## src/rtl/tone_sequencer.sv

```systemverilog
// Multi-voice queued square-wave tone player mixed onto a single speaker bit.
// Optional replay mode is compiled in with `define TONE_SEQ_LOOP_EN.
module tone_sequencer #(
    parameter int CHANNELS        = 2,
    parameter int DEPTH           = 4,
    parameter int DIV_W           = 12,
    parameter int DUR_W           = 8,
    parameter int TICKS_PER_MILLI = 100
) (
    input  logic                                              clk,
    input  logic                                              rst_n,
    input  logic                                              ena,
    input  logic                                              stop,
    input  logic                                              loop,
    input  logic                                              wr_valid,
    output logic                                              wr_ready,
    input  logic [((CHANNELS > 1) ? $clog2(CHANNELS) : 1)-1:0] wr_chan,
    input  logic [DIV_W-1:0]                                  wr_half_period,
    input  logic [DUR_W-1:0]                                  wr_dur_ms,
    output logic [CHANNELS-1:0]                               tone,
    output logic [CHANNELS-1:0]                               busy,
    output logic                                              sound
);

    localparam int CH_W  = (CHANNELS > 1) ? $clog2(CHANNELS) : 1;
    localparam int PTR_W = $clog2(DEPTH);
    localparam int CNT_W = $clog2(DEPTH + 1);
    localparam int PRE_W = (TICKS_PER_MILLI > 1) ? $clog2(TICKS_PER_MILLI) : 1;

    localparam logic [0:0] ST_IDLE = 1'b0;
    localparam logic [0:0] ST_PLAY = 1'b1;

    logic [PRE_W-1:0]    presc;
    logic                ms_tick;
    logic                loop_active;
    logic                sel_full;
    logic [CHANNELS-1:0] full;

    always_ff @(posedge clk or negedge rst_n) begin
        if (!rst_n) begin
            presc <= '0;
        end else if (ena) begin
            if (presc == PRE_W'(TICKS_PER_MILLI - 1))
                presc <= '0;
            else
                presc <= presc + PRE_W'(1);
        end
    end

    assign ms_tick = ena && (presc == PRE_W'(TICKS_PER_MILLI - 1));

`ifdef TONE_SEQ_LOOP_EN
    assign loop_active = loop;
`else
    assign loop_active = loop & 1'b0;
`endif

    // Out-of-range channels never report full, so such writes are accepted and dropped.
    always_comb begin
        sel_full = 1'b0;
        for (int unsigned c = 0; c < CHANNELS; c++) begin
            if (wr_chan == CH_W'(c))
                sel_full = full[c];
        end
    end

    assign wr_ready = ena && !stop && !sel_full && !loop_active;
    assign sound    = ^tone;

    for (genvar g = 0; g < CHANNELS; g++) begin : g_voice
        logic [DIV_W-1:0] q_half [DEPTH];
        logic [DUR_W-1:0] q_dur  [DEPTH];
        logic [PTR_W-1:0] rd_ptr;
        logic [PTR_W-1:0] wr_ptr;
        logic [CNT_W-1:0] count;
        logic [0:0]       state;
        logic [DIV_W-1:0] cur_half;
        logic [DIV_W-1:0] per_cnt;
        logic [DUR_W-1:0] dur_cnt;
        logic             tone_r;
        logic [DIV_W-1:0] head_half;
        logic [DUR_W-1:0] head_dur;
        logic             push;
        logic             pop;
        logic             requeue;
        logic             note_end;
        logic             load;
        logic             fill;

        assign full[g]   = (count == CNT_W'(DEPTH));
        assign head_half = q_half[rd_ptr];
        assign head_dur  = q_dur[rd_ptr];
        assign push      = wr_valid && wr_ready && (wr_chan == CH_W'(g));
        assign note_end  = (state == ST_PLAY) && ms_tick && (dur_cnt == DUR_W'(1));
        assign pop       = ena && !stop && (count != '0) && ((state == ST_IDLE) || note_end);
        assign requeue   = pop && loop_active;
        assign load      = pop && (head_dur != '0);
        assign fill      = push || requeue;

        // In replay mode the popped head is written back to the tail on the same edge.
        always_ff @(posedge clk) begin
            if (push) begin
                q_half[wr_ptr] <= wr_half_period;
                q_dur[wr_ptr]  <= wr_dur_ms;
            end else if (requeue) begin
                q_half[wr_ptr] <= head_half;
                q_dur[wr_ptr]  <= head_dur;
            end
        end

        always_ff @(posedge clk or negedge rst_n) begin
            if (!rst_n) begin
                rd_ptr   <= '0;
                wr_ptr   <= '0;
                count    <= '0;
                state    <= ST_IDLE;
                cur_half <= '0;
                per_cnt  <= '0;
                dur_cnt  <= '0;
                tone_r   <= 1'b0;
            end else if (ena) begin
                if (stop) begin
                    rd_ptr   <= '0;
                    wr_ptr   <= '0;
                    count    <= '0;
                    state    <= ST_IDLE;
                    cur_half <= '0;
                    per_cnt  <= '0;
                    dur_cnt  <= '0;
                    tone_r   <= 1'b0;
                end else begin
                    if (fill)
                        wr_ptr <= wr_ptr + PTR_W'(1);
                    if (pop)
                        rd_ptr <= rd_ptr + PTR_W'(1);
                    if (fill && !pop)
                        count <= count + CNT_W'(1);
                    else if (pop && !fill)
                        count <= count - CNT_W'(1);

                    if (load) begin
                        state    <= ST_PLAY;
                        cur_half <= head_half;
                        per_cnt  <= '0;
                        dur_cnt  <= head_dur;
                        tone_r   <= 1'b0;
                    end else if ((state == ST_IDLE) || note_end) begin
                        // Zero-length entries are discarded here; the next one is looked at next cycle.
                        state  <= ST_IDLE;
                        tone_r <= 1'b0;
                    end else begin
                        if (ms_tick)
                            dur_cnt <= dur_cnt - DUR_W'(1);
                        if (cur_half == '0) begin
                            per_cnt <= '0;
                            tone_r  <= 1'b0;
                        end else if (per_cnt == cur_half - DIV_W'(1)) begin
                            per_cnt <= '0;
                            tone_r  <= ~tone_r;
                        end else begin
                            per_cnt <= per_cnt + DIV_W'(1);
                        end
                    end
                end
            end
        end

        assign tone[g] = tone_r;
        assign busy[g] = (state == ST_PLAY);
    end

endmodule

```

## config.mk

```make
export PLATFORM = sky130hd
export DESIGN_NAME = tone_sequencer
export DESIGN_NICKNAME = d
export VERILOG_FILES = /design/src/rtl/tone_sequencer.sv
export SDC_FILE = /design/constraint.sdc
export NUM_CORES = 1
export LEC_CHECK = 0
export BUFFER_PORTS_ARGS = -buffer_cell sky130_fd_sc_hd__buf_4
export CORE_AREA = 2 2 152 154
export DETAILED_ROUTE_END_ITERATION = 10
export DIE_AREA = 0 0 154 156
export PLACE_DENSITY = 0.77
export SLEW_MARGIN = 30
export SYNTH_ARGS = -nofsm -noshare
export SYNTH_HDL_FRONTEND = slang
export SYNTH_SLANG_ARGS = --single-unit
export TNS_END_PERCENT = 10
```

## constraint.sdc

```tcl
create_clock -name clk -period 3.5 [get_ports clk]
set_input_delay 0.875 -clock clk [delete_from_list [all_inputs] [get_ports clk]]
set_output_delay 0.875 -clock clk [all_outputs]
set_load 0.01 [all_outputs]
```

Yosys cells after proc, flatten, opt, wreduce, memory -nomap -nowiden

Memories as Yosys holds them, arrays and structs flattened.
Index checks and enable logic that the tools add are counted.

Reductions and logical operators: 65
Mux-type cells: 58
Eq/ne operators: 9
Add/sub/neg operators: 15
Bitwise gates (word level): 5

Operator list:

| operator                                            | count |
|---|---|
| two-way mux 12 bit                                  | 14 |
| two-way mux 8 bit                                   | 8 |
| AND reduction 2 bit                                 | 14 |
| adder 12 x 1 -> 12 bit (second input constant)      | 2 |
| == test 12 bit                                      | 2 |
| logical NOT 12 bit                                  | 2 |
| nonzero test 3 bit                                  | 8 |
| subtractor 12 x 1 -> 12 bit (second input constant) | 2 |
| two-way mux 1 bit                                   | 21 |
| logical AND 1 bit                                   | 20 |
| two-way mux 3 bit                                   | 6 |
| == test 8 x 1 -> 1 bit (second input constant)      | 2 |
| two-way mux 2 bit                                   | 8 |
| nonzero test 8 bit                                  | 2 |
| subtractor 8 x 1 -> 8 bit (second input constant)   | 2 |
| nonzero test 2 bit                                  | 6 |
| nonzero test 5 bit                                  | 2 |
| adder 2 x 1 -> 2 bit (second input constant)        | 4 |
| adder 7 x 1 -> 7 bit (second input constant)        | 1 |
| == test 7 bit (second input constant)               | 1 |
| two-way mux 7 bit                                   | 1 |
| adder 3 x 1 -> 3 bit (second input constant)        | 2 |
| == test 3 bit (second input constant)               | 2 |
| logical NOT 1 bit                                   | 6 |
| 6 further kinds                                     | 14 |

RAM bits: 160
Memories: 4
Logic and storage cells: 173
Input bits: 27
Output and inout bits: 6
Register bits: 89

Memory list:

| memory            | words | width | read ports | clocked after memory_dff | write ports | RTL line | text |
|---|---|---|---|---|---|---|---|
| g_voice[0].q_half | 4     | 12    | 1          | 0                        | 1           | 71       | `logic [DIV_W-1:0] q_half [DEPTH];` |
| g_voice[1].q_half | 4     | 12    | 1          | 0                        | 1           | 71       |  |
| g_voice[0].q_dur  | 4     | 8     | 1          | 0                        | 1           | 72       | `logic [DUR_W-1:0] q_dur [DEPTH];` |
| g_voice[1].q_dur  | 4     | 8     | 1          | 0                        | 1           | 72       |  |

Logic depth before layout (Yosys ltp)

Gate-level depths: netlist of the first run.

Word-level depth: 11
Mapped depth: 12
Mapped depth without buffers: 10

Worst setup path before layout of the first run

Ideal clock, no wire load.

Kind: input to register
Start point: input ena
End point: register g_voice[1].count[2]
Stages: 9
Slack: 388 ps
Setup time: 129 ps
Data arrival time: 2983 ps
Cell sequence: or3b_1 > clkbuf_1 > o41ai_4 > and3_1 > nor2b_1 > fa_1 > mux2i_1 > mux2i_1 > o2bb2ai_1

Longest elaborated chain between the ends: 9
Elaborated cells on any way between the ends: 18

RTL lines:

| item                                                                      | RTL line | text |
|---|---|---|
| from (decl)                                                               | 12       | `input logic ena,` |
| logical AND 1 bit                                                         | 50       | `assign ms_tick = ena && (presc == PRE_W'(TICKS_PER_MILLI - 1));` |
| logical AND 1 bit (2 in a row)                                            | 94       | `assign note_end = (state == ST_PLAY) && ms_tick && (dur_cnt == DUR_W'(1));` |
| logical OR 1 bit                                                          | 95       | `assign pop = ena && !stop && (count != '0) && ((state == ST_IDLE) \|\| note_end);` |
| logical AND 1 bit                                                         | 95       |  |
| logical NOT 1 bit                                                         | 136      | `if (fill && !pop)` |
| logical AND 1 bit                                                         | 136      |  |
| nonzero test 3 bit (no source line) or two-way mux 3 bit (tied branches)  | --       |  |
| AND reduction 2 bit (no source line) or two-way mux 3 bit (tied branches) | --       |  |
| to (signal assigned)                                                      | 137      | `count <= count + CNT_W'(1);` |
| to (signal assigned)                                                      | 139      | `count <= count - CNT_W'(1);` |
| to (decl)                                                                 | 75       | `logic [CNT_W-1:0] count;` |

Several ways; a longest one is shown, not always the timed one.
A chain may end at the register's enable or synchronous reset.

Final worst setup path of the first run

Start point: register g_voice[1].rd_ptr[0]
End point: register g_voice[1].cur_half[7]

Longest elaborated chain between the ends: 5
Elaborated cells on any way between the ends: 8

RTL lines:

| item                                 | RTL line | text |
|---|---|---|
| from (decl)                          | 73       | `logic [PTR_W-1:0] rd_ptr;` |
| from (signal assigned)               | 135      | `rd_ptr <= rd_ptr + PTR_W'(1);` |
| memory (4 x 8 bit)                   | --       |  |
| nonzero test 8 bit                   | 97       | `assign load = pop && (head_dur != '0);` |
| logical AND 1 bit                    | 97       |  |
| nonzero test 2 bit (no source line)  | --       |  |
| AND reduction 2 bit (no source line) | --       |  |
| to (signal assigned)                 | 143      | `cur_half <= head_half;` |
| to (decl)                            | 77       | `logic [DIV_W-1:0] cur_half;` |

Several ways; a longest one is shown, not always the timed one. The select of a mux whose other input is x is not followed.

==> results.cfg, run 1 <==
[die]
die_y_um = 156
die_x_um = 154
dieArea_um2 = 24000
io_pins = 33
core_area_um2 = 22400
start_util = 0.524
core.rowCount = 55

[logic_synthesis]
synth_edf_count = 160
yosys_warnings = 0
synthCells = 866
synthesis.area_um2 = 11700
ys_types = 84
synth_nets = 912
async_reset_ff_frac = 0.357
synth.avg_cell_area_um2 = 13.5
ys.flop_type = edfxtp_1
ys_seq_area_frac = 0.600
ys_seq_elements = 249

[critical_path]
crit_chain = buf_4 > mux4_2 > or4_1 > o2111ai_4 > nand2b_2 > nand2_1 > nand2_1 > o21ai_0
worst_setup_path_end_kind = flop
cp_slowest_cell = or4_1
reg2reg_from = g_voice[1].rd_ptr[0]$_DFFE_PN0P_
crit_fanout = 12
required_ns = 3.91
ff2ff_path_depth = 8
ff2ff_setup_slack_ns = 0.22
critPathLaunchType = flop
worstReg2RegEnd = g_voice[1].cur_half[7]$_DFFE_PN0P_
worstPathArrival_ns = 3.69
crit_top_cell = nand2_1
worst-setup-path-type = flop to flop
crit_buf_inv = 1
slowest_delay_ns = 0.60
critPathTopFamily = simple AND/OR/NAND/NOR gates

[sta]
finClkSkew_ns = 0.0135
rsz0062_at_grt = false
max_freq_ghz = 0.305
hold_viol_final = 0
worst_pin_slew_ns = 0.806
setup_ws_ns = 0.216
setup_violations = 0
whs_ns = 0.314
fin_crit_sh = 0.938
tns_ns = 0
slew_headroom = 0.461
period_needed_ns = 3.28
drv_slew = 0

[clock_tree]
htreeDepth = 1
clk_pin_slew_ns = 0.06
numCtsBuffers = 25
clkSinkCount = 249
cts_buffer_depth = 3
clk_latency_ns = 0.52
root_buffer = clkbuf_16
cts_tree = yes
cts_setup_buffers = 0

[finish]
num-nets-final = 951
finalNonFillerCells = 1209
drive_above_1_share = 0.169
final_area_um2 = 13100
fin_util = 0.585
area_growth_pct = 11.6

[pwr]
total_power_mw = 9.69
powerDensity_nw_per_um2 = 741
p_leak_nw = 5.01
max-vdd-ir-drop_mv = 0.408

[grt]
grt_pass1_vias = 7334
grt_start_max_net_pins = 55
grt-ovfl-total = 0
grt_pass1_wl_mm = 39.8
antenna_found_initial = 1
track_usage = 0.209

[place]
dpl.hpwl_mm = 16.1
io_buffers = 31
dp_cells = 1163
gp_congestion = 0.841
place_ws_ns = 0.0210
place_area_um2 = 12300

[route]
drtPass1Iterations = 6
wl_mm = 24.6
post_drt_wl_per_cell_um = 20.4
drc = 0
ant_nets = 0
viasPerCell = 6.23
drt-initial-drc-count = 701
vias = 7527

[outcome]
status = completed

[flow_run]
maxCapViolCount = 0

[hold_path]
hold_path.class = input port to async pin
[worst max path at each step]
stage	slack, ns	from	cells after the start	to
floorplan	0.39	ena	9	g_voice[1].count[2]$_DFFE_PN0P_
global placement	0.12	ena	7	g_voice[0].cur_half[0]$_DFFE_PN0P_
detailed placement	0.02	ena	7	g_voice[0].cur_half[11]$_DFFE_PN0P_
CTS	0.13	g_voice[0].rd_ptr[0]$_DFFE_PN0P_	7	g_voice[0].cur_half[11]$_DFFE_PN0P_
global route	0.02	g_voice[1].rd_ptr[0]$_DFFE_PN0P_	8	g_voice[1].cur_half[2]$_DFFE_PN0P_
finish	0.22	g_voice[1].rd_ptr[0]$_DFFE_PN0P_	8	g_voice[1].cur_half[7]$_DFFE_PN0P_
[final cells by class]
| cell class | instances | area, µm² |
|---|---|---|
| diodes | 1 | 2.50 |
| inverters | 40 | 150 |
| flip-flops and latches | 249 | 7030 |
| well taps | 285 | 357 |
| clock inverters | 12 | 140 |
| repair buffers | 60 | 463 |
| fillers | 1709 | 9290 |
| multi-input cells | 529 | 4270 |
| clock buffers | 33 | 666 |
[layout by cell type (no fill, tap or decap), types with 13 or more instances in the layout]
master	count
a21oi_1	27
a22o_1	25
and2_1	13
and3_1	18
buf_4	59
clkbuf_16	25
dfrtp_1	89
edfxtp_1	160
ha_1	17
inv_1	40
mux4_2	37
nand2_1	54
nand3_1	16
nor2_1	44
nor2b_1	13
nor3_1	17
o21ai_0	33
o31ai_1	14
xnor2_1	19
[cells by family after synthesis]
group,count (synthesis),share of synthesized area
xor gates and xnor gates,32,0.0251
adders and majority gates,19,0.0216
AOI/OAI and AO/OA,180,0.116
buffers and inverters,88,0.0361
muxes,50,0.0869
DFF,249,0.600
and+or+nand+nor,248,0.114
[state kept, by name (all words and copies together) (netlist names), 4 cells and up]
register and count:
g_voice.count 6, g_voice.cur_half 24, g_voice.dur_cnt 16, g_voice.per_cnt 24
g_voice.q_dur 64, g_voice.q_half 96, g_voice.rd_ptr 4, g_voice.wr_ptr 4
presc 7
[Yosys cell counts (4+ instances only)]
| cell | n | area, µm² |
|---|---|---|
| a211oi_1 | 6 | 45.0 |
| a21oi_1 | 27 | 135 |
| a221o_1 | 7 | 70.1 |
| a22o_1 | 25 | 219 |
| a22oi_1 | 4 | 30.0 |
| a311oi_1 | 4 | 35.0 |
| a31oi_1 | 8 | 50.1 |
| and2_1 | 13 | 81.3 |
| and3_1 | 18 | 113 |
| and4_1 | 5 | 43.8 |
| buf_2 | 6 | 30.0 |
| buf_4 | 6 | 45.0 |
| buf_6 | 6 | 67.6 |
| clkbuf_1 | 26 | 97.6 |
| dfrtp_1 | 89 | 2230 |
| edfxtp_1 | 160 | 4800 |
| ha_1 | 17 | 213 |
| inv_1 | 40 | 150 |
| mux2_2 | 4 | 45.0 |
| mux2i_1 | 5 | 50.1 |
| mux4_2 | 37 | 833 |
| nand2_1 | 55 | 206 |
| nand2b_1 | 6 | 37.5 |
| nand3_1 | 16 | 80.1 |
| nand4_1 | 6 | 37.5 |
| nor2_1 | 44 | 165 |
| nor2b_1 | 13 | 81.3 |
| nor3_1 | 17 | 85.1 |
| nor3b_1 | 4 | 30.0 |
| nor4_1 | 12 | 75.1 |
| o21a_1 | 5 | 37.5 |
| o21ai_0 | 33 | 165 |
| o2bb2ai_1 | 5 | 43.8 |
| o31ai_1 | 14 | 105 |
| o41ai_1 | 4 | 35.0 |
| or3_1 | 8 | 50.1 |
| or3b_2 | 4 | 35.0 |
| or4_1 | 10 | 75.1 |
| xnor2_1 | 19 | 166 |
| xor2_1 | 12 | 105 |
[report_power, final]
part	switching [mW]	total, mW	internal (mW)
Clock	1.08	2.64	1.56
Sequential	0.503	4.00	3.50
Combinational	1.61	3.05	1.44
Total	3.20	9.69	6.49
[routing by layer]
layer / global-route usage / part of all wire
met1: 0.285 / 0.43
met3: 0.0333 / 0.056
met2: 0.347 / 0.49
met5: 0 / 0
met4: 0.0685 / 0.025
[what timing repair did]
item	in CTS	in global routing
gates resized for setup	0	2
hold buffers	0	0
setup endpoints to repair	0	12
(Power assumes the default switching activity.)
==> run 2, diff against run 1 <==
--- a/config.mk
+++ b/config.mk
@@ -5,10 +5,11 @@
 export SDC_FILE = /design/constraint.sdc
 export NUM_CORES = 1
 export LEC_CHECK = 0
+export ABC_AREA = 1
 export BUFFER_PORTS_ARGS = -buffer_cell sky130_fd_sc_hd__buf_4
-export CORE_AREA = 2 2 152 154
+export CORE_AREA = 4 4 156 158
 export DETAILED_ROUTE_END_ITERATION = 10
-export DIE_AREA = 0 0 154 156
+export DIE_AREA = 0 0 160 162
 export PLACE_DENSITY = 0.77
 export SLEW_MARGIN = 30
 export SYNTH_ARGS = -nofsm -noshare
==> results.cfg, run 2 <==
[outcome]
status = completed

[critical_path]
crit_chain = buf_4 > inv_1 > nand2_1 > inv_1 > and3_1 > buf_4
critPathLaunchType = input port
crit_buf_inv = 4
worstReg2RegEnd = g_voice[0].per_cnt[11]$_DFFE_PN0P_
worst-setup-path-type = input port to primary output
ff2ff_path_depth = 14
worstPathArrival_ns = 1.71
crit_fanout = 7
required_ns = 2.62
worst_setup_path_end_kind = primary output
reg2reg_from = g_voice[0].rd_ptr[0]$_DFFE_PN0P_
critical_path_depth = 6
endpoint = wr_ready
cp_slowest_cell = and3_1
cp-startpoint = stop
critPathTopFamily = buffers and inverters
ff2ff_setup_slack_ns = 1.04
slowest_delay_ns = 0.25

[sta]
hold_viol_final = 0
period_needed_ns = 2.58
setup_violations = 0
max_freq_ghz = 0.387
finClkSkew_ns = 0.0136
fin_crit_sh = 0.738
drv_slew = 0
worst_pin_slew_ns = 0.729
slew_headroom = 0.513
setup_ws_ns = 0.917
tns_ns = 0
rsz0062_at_grt = false

[grt]
grt_pass1_vias = 8372
grt_pass1_wl_mm = 41.5
grt-ovfl-total = 0
antenna_found_initial = 1
grt_start_max_net_pins = 59
track_usage = 0.194

[route]
topRoutingLayerUsed = met5
viasPerCell = 5.32
ant_nets = 0
post_drt_wl_per_cell_um = 15.3
vias = 8707
met1Wirelength_mm = 11.2
dr_wl_met2_mm = 11.9
drc = 0
wl_mm = 25.0
wl_met3_mm = 1.43
drt-initial-drc-count = 710
drtPass1Iterations = 5

[logic_synthesis]
yosys_warnings = 0
ys_seq_area_frac = 0.585
async_reset_ff_frac = 0.357
ys_types = 37
synth_area_leaders = edfxtp_1, dfrtp_1, nand2_1, nor2_1, nand3_1
synth.avg_cell_area_um2 = 9.27
synthesis.area_um2 = 12000
synthCells = 1296
synth_top_area_frac = 0.400
ys.flop_type = edfxtp_1
synth_nets = 1342
ys_seq_elements = 249
ys_top_cells_by_count = nand2_1, edfxtp_1, nor2_1
yosysTopAreaCell = edfxtp_1
synth_edf_count = 160
synth_most_common_cell = nand2_1

[finish]
num-nets-final = 1373
reg.largest.list = g_voice.q_half: 96 flops, g_voice.q_dur: 64 flops
area_growth_pct = 11.7
largest_reg_flops = 96
fillers = 1947
drive_above_1_share = 0.0892
area.sequential_um2 = 7030
regMostFlops = g_voice.q_half
diodes = 0
multi_input_area_um2 = 4260
final_cell_mix = nand2_1, edfxtp_1, nor2_1
finalNonFillerCells = 1636
final_common_cell = nand2_1

[pwr]
power_frac_clock = 0.291
switching_share = 0.348
p_seq_frac = 0.390
net-switching-power_mw = 3.35
powerDensity_nw_per_um2 = 716
max-vdd-ir-drop_mv = 0.502
p_leak_nw = 5.72
internal_power_mw = 6.26
combPwrFrac = 0.318

[die]
core.rowCount = 56
core_area_um2 = 23100
die_x_um = 160
die_y_um = 162
io_pins = 33
start_util = 0.520
dieArea_um2 = 25900

[flow_run]
maxCapViolCount = 0

[clock_tree]
clk_latency_ns = 0.52
clkSinkCount = 249
hold_buffers = 0
root_buffer = clkbuf_16
cts_tree = yes
htreeDepth = 1
numCtsBuffers = 26
cts_buffer_depth = 3
clk_pin_slew_ns = 0.06
cts_setup_buffers = 0
post_cts_resized = 0

[place]
dp_cells = 1589
io_buffers = 31
dpl.hpwl_mm = 16.4
place_ws_ns = 0.633
gp_congestion = 0.895

[hold_path]
hold_path.class = input port to async pin
-- run 2: changes by cell type after synthesis, moves of 13 or more --
| cell | delta |
|---|---|
| nand2_1 | +269 |
| nor2_1 | +116 |
| nand3_1 | +91 |
| inv_1 | +87 |
| o21ai_0 | +38 |
| o21ai_1 | +38 |
| mux4_2 | -37 |
| o22ai_1 | +31 |
| a22o_1 | -24 |
| xor2_1 | +20 |
| and3_1 | -17 |
| a21oi_1 | -14 |
| and2_1 | -13 |
| nor2b_1 | -13 |
-- run 2: worst min-delay path by stage --
stage                                                   end  slack, ns                       startpoint  cells after the start
after floorplan             g_voice[0].count[0]$_DFFE_PN0P_       0.47  g_voice[0].count[0]$_DFFE_PN0P_                      1
after global placement      g_voice[0].count[0]$_DFFE_PN0P_       0.49  g_voice[0].count[0]$_DFFE_PN0P_                      1
after detailed placement    g_voice[0].count[0]$_DFFE_PN0P_       0.49  g_voice[0].count[0]$_DFFE_PN0P_                      1
after CTS                 g_voice[1].per_cnt[1]$_DFFE_PN0P_       0.30                            rst_n                      1
after global routing      g_voice[1].per_cnt[1]$_DFFE_PN0P_       0.32                            rst_n                      1
final                     g_voice[1].per_cnt[1]$_DFFE_PN0P_       0.29                            rst_n                      1
-- run 2: cell families after synthesis --
family,after synthesis,share of synthesized area
xor gates and xnor gates,47,0.0343
and+or+nand+nor,636,0.224
buffers and inverters,181,0.0621
muxes,1,0.000833
AOI/OAI and AO/OA,163,0.0729
DFF,249,0.585
adders and majority gates,19,0.0210
-- run 2: stage by stage --
step	instance area, µm²	power, mW	hold slack (ns)	util
2_1_floorplan	12000	6.14	0.468	-
3_3_place_gp	12500	6.74	0.490	0.542
3_5_place_dp	12500	6.84	0.491	0.542
4_1_cts	13400	9.65	0.303	0.580
5_1_grt	13400	10.3	0.318	0.580
6_report	13400	9.61	0.286	0.580
-- run 2: layer usage --
metal / global-route usage / vias up
li1: - / 4351
met1: 0.269 / 4081
met2: 0.328 / 231
met3: 0.0266 / 42
met4: 0.0512 / 2
met5: 0 / -
-- run 2: power groups by stage --
stage               Sequential, mW  Combinational [mW]  Clock [mW]
floorplan                     3.73                2.40           0
global placement              3.79                2.95           0
detailed placement            3.80                3.04           0
CTS                           3.75                3.06        2.84
global route                  3.80                3.52        2.97
finish                        3.75                3.06        2.80
-- run 2: cell type report --
| type | count | share of cell area |
|---|---|---|
| well taps | 290 | 0.0270 |
| clock buffers | 32 | 0.0518 |
| clock inverters | 15 | 0.0136 |
| repair buffers | 49 | 0.0283 |
| multi-input cells | 866 | 0.317 |
| inverters | 135 | 0.0378 |
| flip-flops and latches | 249 | 0.524 |
==> run 3, diff against run 2 <==
--- a/config.mk
+++ b/config.mk
@@ -10,7 +10,7 @@
 export CORE_AREA = 4 4 156 158
 export DETAILED_ROUTE_END_ITERATION = 10
 export DIE_AREA = 0 0 160 162
-export PLACE_DENSITY = 0.77
+export PLACE_DENSITY = 0.79
 export SLEW_MARGIN = 30
 export SYNTH_ARGS = -nofsm -noshare
 export SYNTH_HDL_FRONTEND = slang
==> constraint.sdc (replaced) <==
create_clock -name clk -period 2.1 [get_ports clk]
set_input_delay 0.525 -clock clk [delete_from_list [all_inputs] [get_ports clk]]
set_output_delay 0.525 -clock clk [all_outputs]
set_load 0.01 [all_outputs]
==> results.cfg, run 3 (same netlist as run 2, synthesis figures left out) <==
[outcome]
status = finished with violations
violations = setup timing

[sta]
drv_slew = 0
slew_headroom = 0.685
finClkSkew_ns = 0.0105
whs_ns = 0.238
max_freq_ghz = 0.476
hold_viol_final = 0
worst_pin_slew_ns = 0.468
tns_ns = -0.00205
setup_ws_ns = -0.00205
rsz0062_at_grt = true
fin_crit_sh = 1.00
setup_violations = 1
period_needed_ns = 2.10

[clock_tree]
clk_pin_slew_ns = 0.06
htreeDepth = 1
cts_tree = yes
clkSinkCount = 249
clk_latency_ns = 0.53
numCtsBuffers = 25
cts_buffer_depth = 3
root_buffer = clkbuf_16

[route]
drtPass1Iterations = 5
wl_mm = 26.6
drt-initial-drc-count = 693
viasPerCell = 5.38
drc = 0
ant_nets = 0
vias = 9103
post_drt_wl_per_cell_um = 15.7

[finish]
fin_util = 0.611
largest_reg_flops = 96
final_common_cell = nand2_1
area_growth_pct = 17.6
final_area_um2 = 14100
drive_above_1_share = 0.158
reg.largest.list = g_voice.q_half: 96 flops, g_voice.q_dur: 64 flops
final_cell_mix = nand2_1, edfxtp_1, nor2_1
fillers = 1819
num-nets-final = 1432
regMostFlops = g_voice.q_half
diodes = 0

[critical_path]
worst-setup-path-type = flop to primary output
cp-startpoint = g_voice[1].count[0]$_DFFE_PN0P_
ff2ff_path_depth = 15
worstPathArrival_ns = 1.58
critPathLaunchType = flop
reg2reg_from = g_voice[1].rd_ptr[0]$_DFFE_PN0P_
worstReg2RegEnd = g_voice[1].per_cnt[4]$_DFFE_PN0P_
crit_fanout = 3
endpoint = wr_ready
ff2ff_setup_slack_ns = 0.04
worst_setup_path_end_kind = primary output
required_ns = 1.57

[die]
core_area_um2 = 23100
die_y_um = 162
io_pins = 33
start_util = 0.520
die_x_um = 160
dieArea_um2 = 25900
core.rowCount = 56

[pwr]
combPwrFrac = 0.351
net-switching-power_mw = 5.89
powerDensity_nw_per_um2 = 1180
p_seq_frac = 0.375
internal_power_mw = 10.8
max-vdd-ir-drop_mv = 0.660
power_frac_clock = 0.274
p_leak_nw = 6.01
switching_share = 0.352

[grt]
grt-ovfl-total = 0
track_usage = 0.202
grt_pass1_vias = 8640
antenna_found_initial = 0
grt_start_max_net_pins = 46
grt_pass1_wl_mm = 42.8

[hold_path]
holdPathStages = 1
hold_path.class = input port to flop

[place]
dpl.hpwl_mm = 17.6
gp_congestion = 0.875
place_area_um2 = 13000
io_buffers = 31
place_ws_ns = -0.0590

[flow_run]
maxCapViolCount = 0
run 3: what timing repair did:
item                                   4_1_cts  5_1_grt
hold buffers                                 1        0
setup endpoints to repair                   12       68
gates resized for setup                      6       49
endpoints found under the hold margin        9        0
buffers inserted                             3        7
pin swaps                                    1       10
run 3: worst min-delay path by stage:
| stage | startpoint | to | slack (ns) |
|---|---|---|---|
| finish | wr_dur_ms[3] | g_voice[1].q_dur[1][3]$_DFFE_PP_ | 0.24 |
| detailed placement | rst_n | g_voice[1].cur_half[5]$_DFFE_PN0P_ | 0.37 |
| CTS | wr_half_period[9] | g_voice[0].q_half[0][9]$_DFFE_PP_ | 0.22 |
| floorplan | rst_n | g_voice[0].count[0]$_DFFE_PN0P_ | 0.23 |
| global placement | rst_n | g_voice[1].cur_half[5]$_DFFE_PN0P_ | 0.37 |
| global route | wr_half_period[8] | g_voice[1].q_half[2][8]$_DFFE_PP_ | 0.23 |
run 3: area by class of cell:
type	count	area, µm²	area share
Tap cell	290	363	0.0257
Inverter	135	526	0.0372
Sequential cell	249	7030	0.498
Clock buffer	31	668	0.0473
Multi-Input combinational cell	866	4400	0.311
Clock inverter	12	176	0.0125
Timing Repair Buffer	109	966	0.0683
run 3: power groups by stage:
stage / combinational, mW / clock [mW] / sequential (mW)
2_1_floorplan: 4.01 / 0 / 6.22
3_3_place_gp: 5.29 / 0 / 6.30
3_5_place_dp: 5.47 / 0 / 6.32
4_1_cts: 5.57 / 4.66 / 6.24
5_1_grt: 6.61 / 4.85 / 6.34
6_report: 5.87 / 4.58 / 6.27
run 3: layer usage:
| metal | routed length [µm] | GRT usage | up-vias | share of wire |
|---|---|---|---|---|
| met5 | 0 | 0 | - | 0 |
| met4 | 691 | 0.0649 | 0 | 0.026 |
| met3 | 1710 | 0.0277 | 61 | 0.064 |
| met2 | 12900 | 0.345 | 306 | 0.48 |
| met1 | 11400 | 0.270 | 4259 | 0.43 |
| li1 | - | - | 4477 | - |
run 3: per-stage QoR:
step / cells / total power [mW]
2_1_floorplan: 1296 / 10.2
3_5_place_dp: 1638 / 11.8
3_3_place_gp: 1638 / 11.6
5_1_grt: 1692 / 17.8
4_1_cts: 1685 / 16.5
6_report: 1692 / 16.7
run 3: worst max-delay path, stage by stage, from the launching register on:
cell	delay, ns
dfrtp_1	0.40
nor2_2	0.13
nand3_1	0.08
and3_4	0.19
buf_4	0.13
buf_4	0.13
